==> src/rtl/spi_xfer_arbiter.sv <==
// Round-robin owner of a shared SPI byte engine; sequences CS setup, byte starts, CS hold and gap.
// First eng_start CS_SETUP+1 cycles after grant; starts stall while eng_busy_i is high.
module spi_xfer_arbiter #(
   parameter int NREQ     = 2,
   parameter int CS_SETUP = 4,
   parameter int CS_HOLD  = 4,
   parameter int CS_GAP   = 2
) (
   input  logic              clk_i,
   input  logic              rst_n,
   input  logic [NREQ-1:0]   req_i,
   input  logic [8*NREQ-1:0] len_i,
   input  logic [8*NREQ-1:0] tx_data_i,
   output logic [NREQ-1:0]   gnt_o,
   output logic [NREQ-1:0]   tx_ready_o,
   output logic [7:0]        rx_data_o,
   output logic [NREQ-1:0]   rx_valid_o,
   output logic [NREQ-1:0]   done_o,
   output logic [NREQ-1:0]   spi_cs_n_o,
   output logic              eng_start_o,
   output logic [7:0]        eng_tx_o,
   input  logic              eng_busy_i,
   input  logic              eng_done_i,
   input  logic [7:0]        eng_rx_i
);

   localparam int PW   = (NREQ > 2) ? 2 : 1;
   localparam int CMAX = (CS_SETUP > CS_HOLD) ? ((CS_SETUP > CS_GAP) ? CS_SETUP : CS_GAP)
                                              : ((CS_HOLD > CS_GAP) ? CS_HOLD : CS_GAP);
   localparam int CW   = $clog2(CMAX + 1);

   typedef enum logic [2:0] {IDLE, SETUP, LOAD, WAIT, HOLD, GAP} state_e;

   state_e          state_q, state_d;
   logic [CW-1:0]   cnt_q, cnt_d;
   logic [7:0]      rem_q, rem_d;
   logic [PW-1:0]   ptr_q, ptr_d;
   logic [PW-1:0]   own_q, own_d;
   logic [NREQ-1:0] gnt_q, gnt_d;
   logic [NREQ-1:0] cs_n_q, cs_n_d;
   logic [NREQ-1:0] done_q, done_d;
   logic [NREQ-1:0] rx_valid_q, rx_valid_d;
   logic [7:0]      rx_data_q, rx_data_d;
   logic [PW-1:0]   sel;
   logic [7:0]      sel_len;

   // Scan from farthest to nearest so the requester right after ptr wins.
   function automatic logic [PW-1:0] rr_pick(input logic [NREQ-1:0] req, input logic [PW-1:0] ptr);
      logic [PW-1:0] pick;
      int            idx;
      pick = ptr;
      for (int i = NREQ; i >= 1; i--) begin
         idx = int'(ptr) + i;
         if (idx >= NREQ) idx = idx - NREQ;
         if (req[PW'(idx)]) pick = PW'(idx);
      end
      return pick;
   endfunction

   always_ff @(posedge clk_i) begin
      if (!rst_n) begin
         state_q    <= IDLE;
         cnt_q      <= '0;
         rem_q      <= '0;
         ptr_q      <= PW'(NREQ - 1);
         own_q      <= '0;
         gnt_q      <= '0;
         cs_n_q     <= '1;
         done_q     <= '0;
         rx_valid_q <= '0;
         rx_data_q  <= '0;
      end else begin
         state_q    <= state_d;
         cnt_q      <= cnt_d;
         rem_q      <= rem_d;
         ptr_q      <= ptr_d;
         own_q      <= own_d;
         gnt_q      <= gnt_d;
         cs_n_q     <= cs_n_d;
         done_q     <= done_d;
         rx_valid_q <= rx_valid_d;
         rx_data_q  <= rx_data_d;
      end
   end

   always_comb begin
      state_d    = state_q;
      cnt_d      = cnt_q;
      rem_d      = rem_q;
      ptr_d      = ptr_q;
      own_d      = own_q;
      gnt_d      = gnt_q;
      cs_n_d     = cs_n_q;
      done_d     = '0;
      rx_valid_d = '0;
      rx_data_d  = rx_data_q;
      sel        = rr_pick(req_i, ptr_q);
      sel_len    = len_i[{sel, 3'b000} +: 8];
      case (state_q)
         IDLE: begin
            if (|req_i) begin
               ptr_d      = sel;
               own_d      = sel;
               rem_d      = sel_len;
               gnt_d      = '0;
               gnt_d[sel] = 1'b1;
               cnt_d      = '0;
               if (sel_len != 8'd0) begin
                  cs_n_d      = '1;
                  cs_n_d[sel] = 1'b0;
                  state_d     = SETUP;
               end else begin
                  state_d = GAP;
               end
            end
         end
         SETUP: begin
            if (cnt_q == CW'(CS_SETUP - 1)) begin
               cnt_d   = '0;
               state_d = LOAD;
            end else begin
               cnt_d = cnt_q + CW'(1);
            end
         end
         LOAD: begin
            if (!eng_busy_i) state_d = WAIT;
         end
         WAIT: begin
            if (eng_done_i) begin
               rx_data_d         = eng_rx_i;
               rx_valid_d[own_q] = 1'b1;
               rem_d             = rem_q - 8'd1;
               if (rem_q == 8'd1) begin
                  cnt_d   = '0;
                  state_d = HOLD;
               end else begin
                  state_d = LOAD;
               end
            end
         end
         HOLD: begin
            if (cnt_q == CW'(CS_HOLD - 1)) begin
               cnt_d   = '0;
               cs_n_d  = '1;
               state_d = GAP;
            end else begin
               cnt_d = cnt_q + CW'(1);
            end
         end
         GAP: begin
            // done and grant release land together, one cycle into the gap.
            if (cnt_q == '0) begin
               done_d[own_q] = 1'b1;
               gnt_d         = '0;
            end
            if (cnt_q == CW'(CS_GAP - 1)) begin
               cnt_d   = '0;
               state_d = IDLE;
            end else begin
               cnt_d = cnt_q + CW'(1);
            end
         end
         default: state_d = IDLE;
      endcase
   end

   always_comb begin
      eng_start_o = 1'b0;
      eng_tx_o    = '0;
      tx_ready_o  = '0;
      if (state_q == LOAD && !eng_busy_i) begin
         eng_start_o       = 1'b1;
         eng_tx_o          = tx_data_i[{own_q, 3'b000} +: 8];
         tx_ready_o[own_q] = 1'b1;
      end
   end

   assign gnt_o      = gnt_q;
   assign spi_cs_n_o = cs_n_q;
   assign done_o     = done_q;
   assign rx_valid_o = rx_valid_q;
   assign rx_data_o  = rx_data_q;

endmodule

==> config.mk <==
export PLATFORM = sky130hd
export DESIGN_NAME = spi_xfer_arbiter
export DESIGN_NICKNAME = d
export VERILOG_FILES = /design/src/rtl/spi_xfer_arbiter.sv
export SDC_FILE = /design/constraint.sdc
export NUM_CORES = 1
export LEC_CHECK = 0
export CAP_MARGIN = 20
export CORE_ASPECT_RATIO = 1.75
export CORE_MARGIN = 2
export CORE_UTILIZATION = 35
export CTS_CLUSTER_SIZE = 25
export DETAILED_ROUTE_END_ITERATION = 10
export PLACE_DENSITY_LB_ADDON = 0.1
export SLEW_MARGIN = 30
export SYNTH_ARGS = -nofsm -noshare
export SYNTH_HDL_FRONTEND = slang
export SYNTH_SLANG_ARGS = --single-unit
==> constraint.sdc <==
create_clock -name clk_i -period 4.5 [get_ports clk_i]
set_input_delay 1.125 -clock clk_i [delete_from_list [all_inputs] [get_ports clk_i]]
set_output_delay 1.125 -clock clk_i [all_outputs]
set_load 0.02 [all_outputs]
-- Word level (Yosys, flattened, before mapping)
Index checks and enable logic that the tools add are counted.
- flip-flop bits (word level): 32
- input bits: 46
- output and inout bits: 27
- word-level logic and storage cells: 106
- add/subtract/negate cells: 6
- $lt $le $gt $ge: 8
- equal/unequal tests: 17
- shifts and indexed selects: 2
- multiplexer cells: 40
- bitwise operators: 1
- reductions and logical operators: 22
- operators with widths (cell ; count):
    3-bit two-way mux ; 13
    16-bit by 5-bit variable part select with 8-bit output ; 2
    8-bit two-way mux ; 3
    2-bit != test, second input constant ; 9
    3-bit one-hot mux with 6 select lines ; 1
    8-bit one-hot mux with 2 select lines ; 1
    2-bit two-way mux ; 6
    3-bit one-hot mux with 4 select lines ; 1
    3-bit AND reduction ; 4
    1-bit two-way mux ; 11
    3-bit by 2-bit == test with 1-bit output, second input constant ; 3
    8-bit by 1-bit == test with 1-bit output, second input constant ; 1
    2-bit one-hot mux with 2 select lines ; 2
    4-bit AND reduction ; 2
    8-bit nonzero test ; 1
    8-bit by 1-bit subtractor with 8-bit output, second input constant ; 1
    3-bit by 1-bit == test with 1-bit output, second input constant ; 2
    3-bit == test, second input constant ; 2
    3-bit zero test ; 2
    1-bit by 3-bit < comparator with 1-bit output, second input constant ; 2
    6-bit AND reduction ; 1
    2-bit nonzero test ; 3
    1-bit by 2-bit < comparator with 1-bit output, second input constant ; 2
    2-bit AND reduction ; 2
    13 further kinds ; 19

-- Depth between registers and ports, before layout
Gate-level depths: netlist of run 1.
- word-level depth: 16
- mapped depth: 8

-- Worst setup path after synthesis of run 1
No wires, ideal clock.
- path type: in2out
- start: input port eng_busy_i
- end: output port eng_tx_o[0]
- data arrival time: 1.795 ns
- data required time: 3.375 ns
- setup slack: 1.580 ns
- cell stages on the path: 4
- path buffers: 1
- path through: nor2_1 > nand2_1 > clkbuf_1 > nor2_1
- longest elaborated chain between the ends: 3
- RTL lines (what ; RTL line ; source):
    from (decl) ; 22 ; input logic eng_busy_i,
    1-bit zero test ; 171 ; if (state_q == LOAD && !eng_busy_i) begin
    1-bit logical AND ; 171 ;
    8-bit two-way mux ; 171 ;
    to (decl) ; 21 ; output logic [7:0] eng_tx_o,
Every way passes these cells.

-- Worst setup path after layout of run 1
Ends and elaborated chain as after synthesis.

==> results of run 1 <==
report_power, final:
part           internal (W)  switching, W
clock network      0.000164      0.000112
logic              0.000305      0.000330
registers          0.000352      0.000104
total              0.000821      0.000545
through the flow:
stage | cells | setup WS, ns | cell area [um^2] | total power (W) | util
finish | 388 | 0.653 | 2820 | 0.00137 | 0.509
global route | 388 | 0.499 | 2820 | 0.00147 | 0.509
global placement | 380 | 0.664 | 2720 | 0.00110 | 0.490
CTS | 388 | 0.620 | 2820 | 0.00138 | 0.509
detailed placement | 380 | 0.620 | 2720 | 0.00110 | 0.490
floorplan | 245 | 1.58 | 2000 | 0.000922 | -
state kept, by name, indices dropped and copies added, names as in the netlist, 2 cells and up:
| name | count |
|---|---|
| state_q | 3 |
| rem_q | 8 |
| spi_cs_n_o | 2 |
| done_o | 2 |
| rx_valid_o | 2 |
| cnt_q | 3 |
| gnt_o | 2 |
| rx_data_o | 8 |
synthesized netlist by cell type (2+ instances only):
cell	number
a21boi_0	11
a21oi_1	13
a31oi_1	2
a32o_1	5
a32oi_1	2
and2_1	5
and3_1	2
buf_4	3
clkbuf_1	4
clkbuf_8	4
dfxtp_1	32
ha_1	7
inv_1	10
mux2i_1	16
nand2_1	31
nand3_1	5
nand3b_1	4
nor2_1	25
nor2b_1	11
nor3_1	6
nor4_1	5
o211ai_1	2
o21ai_0	10
o21bai_1	2
o22ai_1	3
o2bb2ai_1	3
worst paths after layout:
check | end | cells past startpoint
worst min register to register | rx_data_o[1] | 2
worst max register to register | rem_q[6] | 5
worst max-delay path | eng_tx_o[0] | 5
worst min-delay path | rx_data_o[1] | 2
kinds of logic after synthesis:
logic type,share of synthesized area
mux,0.0856
flops,0.320
fa+ha+maj,0.0437
simple gates,0.267
xor+xnor,0.00875
buf+inv,0.0775
compound gates,0.198
cell usage in the layout (no fill, tap or decap), types with 3 or more instances in the layout:
cell,synthesis,routed
a21oi_1,13,13
nor4_1,5,5
and2_1,5,5
nor2b_1,11,11
clkdlybuf4s50_1,0,72
nand2_1,31,31
o21ai_0,10,10
a32o_1,5,5
nor2_1,25,25
clkbuf_8,4,5
nand3_1,5,5
o22ai_1,3,3
mux2i_1,16,16
nor3_1,6,6
o2bb2ai_1,3,3
ha_1,7,7
nand3b_1,4,4
inv_1,10,10
dfxtp_1,32,32
a21boi_0,11,11
layer usage:
metal,up-vias,share of wire
li1,989,-
met1,888,0.37
met2,59,0.55
met3,11,0.055
met4,0,0.027
met5,-,0
critical path: stages:
cell and delay (ns):
clkdlybuf4s50_1 0.41, nor2_1 0.12, nand2_1 0.26, nor2_1 0.18, clkdlybuf4s50_1 0.62
cell type report:
cell class / count / area, um^2
Clock buffer: 6 / 72.6
Tap cell: 76 / 95.1
Multi-Input combinational cell: 188 / 1210
Inverter: 10 / 37.5
Fill cell: 566 / 2720
Sequential cell: 32 / 641
Clock inverter: 2 / 35.0
Timing Repair Buffer: 74 / 736
==> impl_metrics.yaml, run 1 <==
worst_setup_path:
  path_max_fanout: 11
  worst_setup_path_end_kind: "output port"
  start_kind: "input port"
  regToRegSetupSlack_ns: 2.42
  required_ns: 3.38
  crit_type: "in2out"
  cp.arrival_ns: 2.72
  r2r-start: "state_q[0]"
  crit_start: "eng_busy_i"
timing:
  hold_violations: 0
  tns_ns: 0
  maxSlewHeadroom: 0.516
  post-route-min-period_ns: 3.85
  hold_slack_ns: 0.463
  rsz0062_at_grt: "no"
  fin_crit_sh: 0.855
  clock_skew_ns: 0.00289
  tightest_slew_ns: 0.726
  slew_violations: 0
  fmax_mhz: 260
  setup_viol: 0
clocking:
  cts-root-buf: "clkbuf_8"
  cts_sinks: 32
  clk_path_buf_depth: 2
  htree_levels: 2
  tritoncts: "built"
  cts_setup_buffers: 0
  clkLatencyLatePin_ns: 0.29
  path_clk_slew_ns: 0.07
  hold_buffers: 0
  cts-buffers-inserted: 5
  postCtsResizedCells: 0
logic_synthesis:
  synth_top_area_share: 0.320
  ys_ff_latch: 32
  synthArstFlopShare: 0
  synth_area_um2: 2000
  synth_cells: 245
  synth_area_leader_cell: "dfxtp_1"
  synthFlopType: "dfxtp_1"
  synth_top_cells_by_area: "dfxtp_1 (32%), mux2i_1 (8.0%), nand2_1 (5.8%)"
  ys_types: 48
  ys.warnings.count: 0
  syn_avg_cell_area_um2: 8.17
  ys_seq_area_frac: 0.320
  syn-num-nets: 298
  synth-edff-count: 0
global_route:
  met3_usage: 0.0336
  busiest_layer: "met2"
  grt_usage: 0.175
  grt_start_max_net_pins: 19
  grtUsageMet1: 0.175
  antenna_found_initial: 0
  grt_overflow: 0
  grt_first_pass_wirelength_mm: 8.48
  use_met2: 0.324
  grt_pass1_vias: 1836
cells_and_area:
  area_delta_synth_final_pct: 41.0
  diodes: 0
  drive_gt1_frac: 0.0577
  nets: 364
place:
  post-dp-hpwl_mm: 4.15
  gp_congestion: 0.864
  port_buffers: 72
routing:
  dr.pass1.iters: 4
  viasPerCell: 5.02
  dr.first_iter.drc_count: 60
  num_vias: 1947
  postRouteWirelength_mm: 5.36
  drc: 0
  routedWlPerCell_um: 13.8
  ant_nets: 0
floorplan:
  start_util: 0.361
  design.core.area_um2: 5540
  die_w_um: 61.2
  dieArea_um2: 6360
  boundaryPins: 73
  rows: 36
  die_h_um: 104
status:
  status: "finished clean"
flow_run:
  drv_cap: 0
power_and_ir_drop:
  peakVddDrop_v: 0.000286
  p_leak_nw: 1.01
  power.density_nw_per_um2: 484
worst_hold_path:
  hp-start: "rx_data_o[1]"
  min_path_type: "reg2reg"
Note: power is estimated with default switching activity, not from simulation.
==> run 2, diff against run 1 <==
--- a/config.mk
+++ b/config.mk
@@ -11,6 +11,7 @@
 export CORE_UTILIZATION = 35
 export CTS_CLUSTER_SIZE = 25
 export DETAILED_ROUTE_END_ITERATION = 10
+export GPL_TIMING_DRIVEN = 0
 export PLACE_DENSITY_LB_ADDON = 0.1
 export SLEW_MARGIN = 30
 export SYNTH_ARGS = -nofsm -noshare
==> impl_metrics.yaml, run 2 (synthesis gave the netlist of run 1 again) <==
routing:
  ant_nets: 0
  drc: 0
  dr.pass1.iters: 4
  num_vias: 1990
  routedWlPerCell_um: 14.3
  viasPerCell: 4.96
  postRouteWirelength_mm: 5.72
  dr.first_iter.drc_count: 44
floorplan:
  rows: 36
  start_util: 0.361
  design.core.area_um2: 5540
  die_h_um: 104
  boundaryPins: 73
  dieArea_um2: 6360
  die_w_um: 61.2
power_and_ir_drop:
  pwr-share-comb: 0.516
  p_leak_nw: 1.07
  p_int_w: 0.000862
  switching_power_w: 0.000563
  peakVddDrop_v: 0.000280
  power.density_nw_per_um2: 487
  seq_power_share: 0.289
  swShare: 0.395
  clockPowerShare: 0.195
cells_and_area:
  nets: 377
  most-common-layout-cells: "clkdlybuf4s50_1 (72), dfxtp_1 (32), nand2_1 (31)"
  diodes: 0
  fillerInstances: 549
  fin_cells: 401
  drive_gt1_frac: 0.0800
  final_common_cell: "clkdlybuf4s50_1"
  area_delta_synth_final_pct: 46.1
timing:
  slew_violations: 0
  fin_crit_sh: 0.858
  rsz0062_at_grt: "no"
  tightest_slew_ns: 0.617
  fmax_mhz: 259
  hold_violations: 0
  maxSlewHeadroom: 0.589
  setup_viol: 0
  clock_skew_ns: 0.00675
  post-route-min-period_ns: 3.86
  tns_ns: 0
clocking:
  htree_levels: 2
  cts-buffers-inserted: 5
  clk_path_buf_depth: 2
  clkLatencyLatePin_ns: 0.29
  hold_buffers: 0
  cts-root-buf: "clkbuf_8"
  cts_setup_buffers: 0
  tritoncts: "built"
  cts_sinks: 32
  path_clk_slew_ns: 0.06
  postCtsResizedCells: 0
global_route:
  busiest_layer: "met2"
  grt_start_max_net_pins: 11
  grt_first_pass_wirelength_mm: 9.53
  met3_usage: 0.0398
  grt_overflow: 0
  grt_pass1_vias: 2051
  grtUsageMet1: 0.204
  antenna_found_initial: 0
  use_met2: 0.355
  grt_usage: 0.197
worst_setup_path:
  path_max_fanout: 10
  crit_type: "in2out"
  required_ns: 3.38
  start_kind: "input port"
  cp.arrival_ns: 2.74
  worst_setup_path_end_kind: "output port"
status:
  status: "finished clean"
place:
  gp_congestion: 0.868
  port_buffers: 72
  dp.cells: 393
  post-dp-hpwl_mm: 4.49
worst_hold_path:
  min_path_type: "reg2reg"
flow_run:
  drv_cap: 0
## run 2: changes by cell type in the layout (fill, tap and decap cells not counted)
| cell | before | now |
|---|---|---|
| clkbuf_1 | 1 | 5 |
| buf_6 | 0 | 1 |
| buf_1 | 0 | 1 |
| buf_2 | 0 | 1 |
| clkbuf_2 | 0 | 1 |
| clkbuf_8 | 5 | 9 |
| buf_4 | 2 | 3 |
## run 2: path summary, 6_finish.rpt
kind                start           end  cells past startpoint  slack, ns
max            eng_busy_i   eng_tx_o[5]                      6       0.64
min          rx_data_o[1]  rx_data_o[1]                      2       0.47
max reg2reg      cnt_q[0]    state_q[2]                      7       2.70
min reg2reg  rx_data_o[1]  rx_data_o[1]                      2       0.47
## run 2: critical path, cell delays in order
cell and delay (ns):
clkdlybuf4s50_1 0.40, nor2_1 0.11, nand2_1 0.11, clkbuf_1 0.24, nor2_1 0.15, clkdlybuf4s50_1 0.61
## run 2: per-stage QoR
stage / hold WS [ns] / instance area (um^2) / total power (W) / utilization / worst slack [ns]
after detailed placement: 0.457 / 2820 / 0.00116 / 0.509 / 0.595
final: 0.467 / 2930 / 0.00142 / 0.528 / 0.639
after global routing: 0.500 / 2930 / 0.00154 / 0.528 / 0.456
after global placement: 0.451 / 2820 / 0.00115 / 0.509 / 0.602
after floorplan: 0.460 / 2000 / 0.000922 / - / 1.58
after CTS: 0.470 / 2930 / 0.00144 / 0.528 / 0.587
## run 2: metal layers
| metal | up-vias | routed length, um |
|---|---|---|
| met3 | 13 | 288 |
| li1 | 1012 | - |
| met2 | 65 | 3200 |
| met1 | 900 | 2060 |
| met5 | - | 0 |
| met4 | 0 | 175 |
## run 2: power by group through the flow
stage               registers (W)  clock network (W)  logic, W
finish                   0.000411           0.000278  0.000736
global route             0.000422           0.000295  0.000826
CTS                      0.000411           0.000284  0.000744
detailed placement       0.000417                  0  0.000739
global placement         0.000415                  0  0.000738
floorplan                0.000428                  0  0.000494
## run 2: cell type report
class,count,area (um^2),share of cell area
plain buffers,15,118,0.0402
inverters,10,37.5,0.0128
multi-input cells,188,1210,0.412
well taps,76,95.1,0.0325
repair buffers,72,721,0.246
flip-flops and latches,32,641,0.219
clock inverters,2,35.0,0.0120
clock buffers,6,72.6,0.0248
